--- src/rtl/la_wb_res_arbiter.sv ---
// la_wb_res_arbiter: round-robin WB / LA arbiter for a single shared resource port.
// Define ARB_TIMEOUT_EN to enable the res_ack_i watchdog (TIMEOUT cycles).
module la_wb_res_arbiter #(
  parameter int AW      = 8,
  parameter int DW      = 32,
  parameter int TIMEOUT = 255
) (
  input  logic          wb_clk_i,
  input  logic          wb_rst_n_i,
  input  logic          wbs_cyc_i,
  input  logic          wbs_stb_i,
  input  logic          wbs_we_i,
  input  logic [AW-1:0] wbs_adr_i,
  input  logic [DW-1:0] wbs_dat_i,
  output logic [DW-1:0] wbs_dat_o,
  output logic          wbs_ack_o,
  input  logic          la_req_i,
  input  logic          la_we_i,
  input  logic [AW-1:0] la_adr_i,
  input  logic [DW-1:0] la_dat_i,
  output logic [DW-1:0] la_dat_o,
  output logic          la_done_o,
  output logic          res_req_o,
  output logic          res_we_o,
  output logic [AW-1:0] res_adr_o,
  output logic [DW-1:0] res_wdat_o,
  input  logic [DW-1:0] res_rdat_i,
  input  logic          res_ack_i,
  output logic [5:0]    status_o,
  output logic          busy_o,
  output logic          err_o
);

  if (TIMEOUT < 1 || TIMEOUT > 65535) begin : g_bad_timeout
    $error("la_wb_res_arbiter: TIMEOUT must be 1..65535");
  end

  localparam logic [5:0] ST_OK    = 6'd1;
  localparam logic [5:0] ST_BUSY  = 6'd2;
  localparam logic [5:0] ST_ABORT = 6'd3;

  typedef enum logic [1:0] {
    S_IDLE,
    S_WAIT_ACK,
    S_RESP,
    S_LA_HOLD
  } state_t;

  state_t        r_state;
  logic          r_gnt_la;
  logic          r_last_la;
  logic [DW-1:0] r_wbs_dat;
  logic          r_wbs_ack;
  logic [DW-1:0] r_la_dat;
  logic          r_la_done;
  logic          r_res_req;
  logic          r_res_we;
  logic [AW-1:0] r_res_adr;
  logic [DW-1:0] r_res_wdat;
  logic [5:0]    r_status;
  logic          r_busy;

  logic          w_wb_pend;
  logic          w_la_pend;
  logic          w_gnt_la;
  logic          w_to;
  logic          w_done;
  logic [DW-1:0] w_rdat;

  assign w_wb_pend = wbs_cyc_i & wbs_stb_i;
  assign w_la_pend = la_req_i & ~r_la_done;
  // On a tie the requester that did not win last time gets the grant.
  assign w_gnt_la  = w_la_pend & (~w_wb_pend | ~r_last_la);

`ifdef ARB_TIMEOUT_EN
  localparam logic [15:0] LP_TO_LAST = 16'(TIMEOUT - 1);

  logic [15:0] r_cnt;
  logic        r_err;

  // A res_ack_i arriving in the timeout cycle wins over the abort.
  assign w_to  = (r_state == S_WAIT_ACK) & (r_cnt == LP_TO_LAST) & ~res_ack_i;
  assign err_o = r_err;

  always_ff @(posedge wb_clk_i) begin
    if (!wb_rst_n_i) begin
      r_cnt <= '0;
      r_err <= 1'b0;
    end else begin
      if (r_state == S_IDLE) begin
        r_cnt <= '0;
      end else if (r_state == S_WAIT_ACK) begin
        r_cnt <= r_cnt + 16'd1;
        if (w_done) begin
          r_err <= w_to;
        end
      end
    end
  end
`else
  assign w_to  = 1'b0;
  assign err_o = 1'b0;
`endif

  assign w_done = res_ack_i | w_to;
  assign w_rdat = w_to ? {DW{1'b1}} : res_rdat_i;

  always_ff @(posedge wb_clk_i) begin
    if (!wb_rst_n_i) begin
      r_state    <= S_IDLE;
      r_gnt_la   <= 1'b0;
      r_last_la  <= 1'b1;
      r_wbs_dat  <= '0;
      r_wbs_ack  <= 1'b0;
      r_la_dat   <= '0;
      r_la_done  <= 1'b0;
      r_res_req  <= 1'b0;
      r_res_we   <= 1'b0;
      r_res_adr  <= '0;
      r_res_wdat <= '0;
      r_status   <= '0;
      r_busy     <= 1'b0;
    end else begin
      unique case (r_state)
        S_IDLE: begin
          if (w_wb_pend | w_la_pend) begin
            r_gnt_la   <= w_gnt_la;
            r_last_la  <= w_gnt_la;
            r_res_we   <= w_gnt_la ? la_we_i  : wbs_we_i;
            r_res_adr  <= w_gnt_la ? la_adr_i : wbs_adr_i;
            r_res_wdat <= w_gnt_la ? la_dat_i : wbs_dat_i;
            r_res_req  <= 1'b1;
            r_busy     <= 1'b1;
            r_status   <= ST_BUSY;
            r_state    <= S_WAIT_ACK;
          end
        end
        S_WAIT_ACK: begin
          if (w_done) begin
            r_res_req <= 1'b0;
            r_busy    <= 1'b0;
            r_status  <= w_to ? ST_ABORT : ST_OK;
            if (r_gnt_la) begin
              r_la_dat  <= w_rdat;
              r_la_done <= 1'b1;
            end else begin
              r_wbs_dat <= w_rdat;
              r_wbs_ack <= 1'b1;
            end
            r_state <= S_RESP;
          end
        end
        S_RESP: begin
          r_wbs_ack <= 1'b0;
          r_state   <= r_gnt_la ? S_LA_HOLD : S_IDLE;
        end
        S_LA_HOLD: begin
          if (!la_req_i) begin
            r_la_done <= 1'b0;
            r_state   <= S_IDLE;
          end
        end
        default: r_state <= S_IDLE;
      endcase
    end
  end

  assign wbs_dat_o  = r_wbs_dat;
  assign wbs_ack_o  = r_wbs_ack;
  assign la_dat_o   = r_la_dat;
  assign la_done_o  = r_la_done;
  assign res_req_o  = r_res_req;
  assign res_we_o   = r_res_we;
  assign res_adr_o  = r_res_adr;
  assign res_wdat_o = r_res_wdat;
  assign status_o   = r_status;
  assign busy_o     = r_busy;

endmodule
--- config.mk ---
export PLATFORM = sky130hd
export DESIGN_NAME = la_wb_res_arbiter
export DESIGN_NICKNAME = d
export VERILOG_FILES = /design/src/rtl/la_wb_res_arbiter.sv
export SDC_FILE = /design/constraint.sdc
export NUM_CORES = 1
export LEC_CHECK = 0
export ABC_AREA = 1
export BUFFER_PORTS_ARGS = -buffer_cell sky130_fd_sc_hd__buf_2
export CAP_MARGIN = 10
export CORE_UTILIZATION = 47
export CTS_CLUSTER_DIAMETER = 60
export DETAILED_ROUTE_END_ITERATION = 8
export GPL_TIMING_DRIVEN = 0
export PLACE_DENSITY_LB_ADDON = 0.2
export SKIP_CTS_REPAIR_TIMING = 1
export SYNTH_ARGS = -nofsm -noshare
export SYNTH_HDL_FRONTEND = slang
export SYNTH_SLANG_ARGS = --single-unit
--- constraint.sdc ---
create_clock -name wb_clk_i -period 1.3 [get_ports wb_clk_i]
set_input_delay 0.065 -clock wb_clk_i [delete_from_list [all_inputs] [get_ports wb_clk_i]]
set_output_delay 0.065 -clock wb_clk_i [all_outputs]
set_load 0.01 [all_outputs]
# Word level (Yosys, flattened, before mapping)
# Cells that the tools add are included.
# totals
in_bits	120
ff_bits	118
n_memories	0
mem_bits_ro	0
word_cells	61
ram_bits	0
out_inout_bits	116
latchBits	0
# op_classes
mul	0
n_addsub	0
n_bitwise	9
n_lt_le_gt_ge	0
eq_ne	8
reduce_logical	11
div	0
n_mux	21
n_shift	0
# op_table
cell	count
32-bit 2-to-1 mux	1
3-bit AND reduction	5
6-bit 2-to-1 mux	2
6-bit one-hot mux with 2 select lines	1
2-bit != test (second input constant)	5
1-bit 2-to-1 mux	8
2-bit 2-to-1 mux	4
8-bit 2-to-1 mux	1
2-bit one-hot mux with 4 select lines	1
1-bit one-hot mux with 2 select lines	3
2-bit nonzero test	3
2-bit == test (second input constant)	2
1-bit NOT	4
4-bit AND reduction	1
1-bit AND	3
2-bit by 1-bit == test with 1-bit output (second input constant)	1
2-bit logical NOT	1
1-bit bitwise OR	2
2-bit AND reduction	1

# Longest topological paths before layout
# depth
depth_word	5
depth_mapped	8
ltp_nobuf	7

# Worst setup path after synthesis
# No wires, ideal clock.
# synth_path
path_kind	flip-flop to flip-flop
start	reg r_la_done, in the netlist la_done_o
end	reg r_res_wdat[28], in the netlist res_wdat_o[28]
period_less_slack_ns	1.144
path_buffers	1
setup_ns	0.113
stages_incl_launch_ff	6
t_arrival_ns	1.032
slack_ns	0.156
cell_sequence	dfxtp_1 -> nor2_2 -> clkbuf_1 -> nand3b_1 -> nand3_2 -> nand2_1
# synth_between
elab_chain_cells	4
# synth_rtl
element	line_no	source
start, declared	55	logic r_la_done;
start signal, assigned	116	r_la_done <= 1'b0;
start signal, assigned	145	r_la_done <= 1'b1;
start signal, assigned	159	r_la_done <= 1'b0;
1-bit NOT *	71	assign w_la_pend = la_req_i & ~r_la_done;
1-bit AND *	71	
1-bit AND or 1-bit bitwise OR (tied branches)	73, 126	
32-bit 2-to-1 mux or 2-bit AND reduction (tied branches)	n/a	
end signal, assigned	131	r_res_wdat <= w_gnt_la ? la_dat_i : wbs_dat_i;
end, declared	59	logic [DW-1:0] r_res_wdat;
# Every way passes the cells marked *; elsewhere a longest branch is shown, timed or not.
# A chain may end at the register's enable or synchronous reset.

# Final worst setup path
# layout_path
start	reg r_gnt_la
end	reg r_wbs_dat[7], in the netlist wbs_dat_o[7]
# layout_between
elab_chain_cells	2
# layout_rtl
element	line_no	source
start, declared	50	logic r_gnt_la;
start signal, assigned	127	r_gnt_la <= w_gnt_la;
1-bit NOT (no source line)	n/a	
3-bit AND reduction (no source line)	n/a	
end signal, assigned	147	r_wbs_dat <= w_rdat;
end, declared	52	logic [DW-1:0] r_wbs_dat;
# Every way passes these cells.

==> results.py <==
metrics = {
    "die": {
        "ios": 236,
        "rows": 37,
        "die_y_um": 106,
        "die_w_um": 106,
        "core-area_um2": 10400,
        "initial_core_util": 0.487,
        "die-area_um2": 11200,
    },
    "synthesis": {
        "synth_top_family_by_area": "simple AND/OR/NAND/NOR gates",
        "ys_top_cells_by_count": "nand2_1 (165), nand3_1 (130), dfxtp_1 (113)",
        "syn_inst": 666,
        "synth_compound_area_frac": 0.0740,
        "avgSynthCellArea_um2": 7.62,
        "syn_area_um2": 5070,
        "synthMostInstantiatedCell": "nand2_1",
        "synthArstFlopShare": 0,
        "yosys_most_used_dff": "dfxtp_1",
        "ys_types": 24,
        "synth-simple-area-share": 0.369,
        "yosysTopAreaCell": "dfxtp_1",
        "synthMuxAreaShare": 0,
        "ys_seq_area_frac": 0.446,
        "synth_edf_count": 0,
        "synth-xor-area-share": 0,
        "synth_area_leaders": "dfxtp_1 (45%), nand3_1 (13%), nand2_1 (12%)",
        "synth.ff_latch_count": 113,
        "synth_top_area_frac": 0.446,
        "yosys_warnings": 0,
        "synthAdderAreaFrac": 0,
    },
    "clock_network": {
        "cts_tree": "yes",
        "htreeDepth": 4,
        "cts.sinks": 113,
        "clock_path_buffers": 2,
        "cts_buffers": 17,
        "clk_pin_slew_worst_paths_ps": 60,
        "clock-root-buffer": "clkbuf_8",
        "clkLatencyLatePin_ps": 510,
    },
    "placed_design": {
        "placed_cells": 1036,
        "post-place-ws_ps": -120,
        "portBuffers": 230,
        "place_hpwl_mm": 10.4,
        "gp_congestion": 0.819,
        "placed_area_um2": 6410,
    },
    "finish": {
        "fin_cells": 1186,
        "diodes": 0,
        "final_util": 0.799,
        "multi_input_area_um2": 2300,
        "drive_above_1_share": 0.336,
        "design_area_um2": 8330,
        "syn_to_final_growth_pct": 64.1,
        "seqCellArea_um2": 2270,
        "layout.nets": 1157,
        "fill_cells": 705,
    },
    "timing": {
        "period_minus_slack_ps": 1290,
        "finalMaxSlewViolations": 0,
        "finClkSkew_ps": 7.82,
        "finalSetupTns_ps": 0,
        "fmax_mhz": 777,
        "layout_setup_ws_ps": 12.9,
        "finalSetupViolations": 0,
        "finalHoldViolCount": 0,
        "relSlewSlack": 0.649,
        "min_period_over_period": 0.990,
        "worst_pin_slew_ps": 526,
    },
    "routing": {
        "detail_route.vias_per_cell": 5.15,
        "first_pass_iters": 5,
        "ant_nets": 0,
        "routedWlPerCell_um": 15.2,
        "dr_total_vias": 6102,
        "drt_iter0_markers": 362,
        "drc": 0,
        "wl_mm": 18.0,
    },
    "pwr": {
        "powerDensity_nw_per_um2": 1440,
        "ir_drop_v": 0.000829,
        "p_leak_nw": 4.12,
    },
    "worst_setup_path": {
        "worstPathArrival_ps": 1710,
        "path_class": "flop to flop",
        "critPathCaptureType": "flop",
        "required_ps": 1730,
        "cp-start-kind": "flop",
        "crit_fanout": 10,
    },
    "global_routing": {
        "grt_pass1_vias": 4735,
        "track_usage": 0.254,
        "grt_max_degree": 17,
        "grt_first_pass_wirelength_mm": 22.6,
        "overflow": 0,
        "antenna_found_initial": 0,
    },
    "job": {
        "drv_cap": 0,
    },
    "status": {
        "status": "finished clean",
    },
    "hold_path": {
        "min-delay-path-class": "primary input to flop",
    },
}
worst max-delay path: stages, from the launching register on:
cell and delay (ps):
dfxtp_1 370, nor2_4 250, buf_2 260, nand3_1 130, a21oi_1 200
cells in the final DEF, fill, tap and decap left out, types with 7 or more instances in the layout:
cell type      count
a21oi_1           68
buf_2            239
buf_4             14
buf_6              7
clkbuf_1           8
clkbuf_16         16
clkbuf_2           7
clkbuf_4          13
dfxtp_1          110
dlygate4sd3_1    115
inv_1             49
nand2_1          163
nand3_1          129
nand3_2           20
nand3b_1          40
final timing paths:
path	startpoint	to	slack [ps]	cells past startpoint
setup / recovery	r_gnt_la	wbs_dat_o[7]	10	4
hold / removal	wb_rst_n_i	r_state[0]	5	4
setup reg to reg	r_gnt_la	wbs_dat_o[7]	10	4
hold reg to reg	status_o[0]	status_o[0]	450	2
state kept, by name, indices dropped and copies added, names as in the netlist:
name	flops
res_wdat_o	32
wbs_dat_o	32
r_state	2
la_dat_o	32
la_done_o	1
r_last_la	1
wbs_ack_o	1
res_we_o	1
status_o	2
r_gnt_la	1
res_adr_o	8
power by group:
| group | internal (mW) | switching (mW) |
|---|---|---|
| Combinational | 1.27 | 1.60 |
| Clock | 3.33 | 1.74 |
| Sequential | 3.83 | 0.221 |
per-stage QoR:
step           power, mW  hold slack (ps)
6_report            12.0             5.29
4_1_cts             11.5             -181
3_3_place_gp        6.46              346
5_1_grt             12.5             18.3
3_5_place_dp        6.49              351
2_1_floorplan       5.59              214
cell families after synthesis:
family | after synthesis
compound gates | 74
buf+inv | 111
flops | 113
other cells | 1
simple gates | 367
cell type report:
class | count | area share
Multi-Input combinational cell | 446 | 0.276
Tap cell | 136 | 0.0204
Inverter | 53 | 0.0242
Clock inverter | 14 | 0.0272
Clock buffer | 18 | 0.0502
Sequential cell | 113 | 0.272
Timing Repair Buffer | 348 | 0.279
Buffer | 58 | 0.0503
routing by layer:
layer,GRT usage,wire length (um),vias to the layer above
met2,0.392,8830,297
met3,0.0618,1220,64
li1,-,-,2924
met5,0,0,-
met1,0.342,7340,2817
met4,0.0952,595,0
Note: power is estimated with default switching activity, not from simulation.
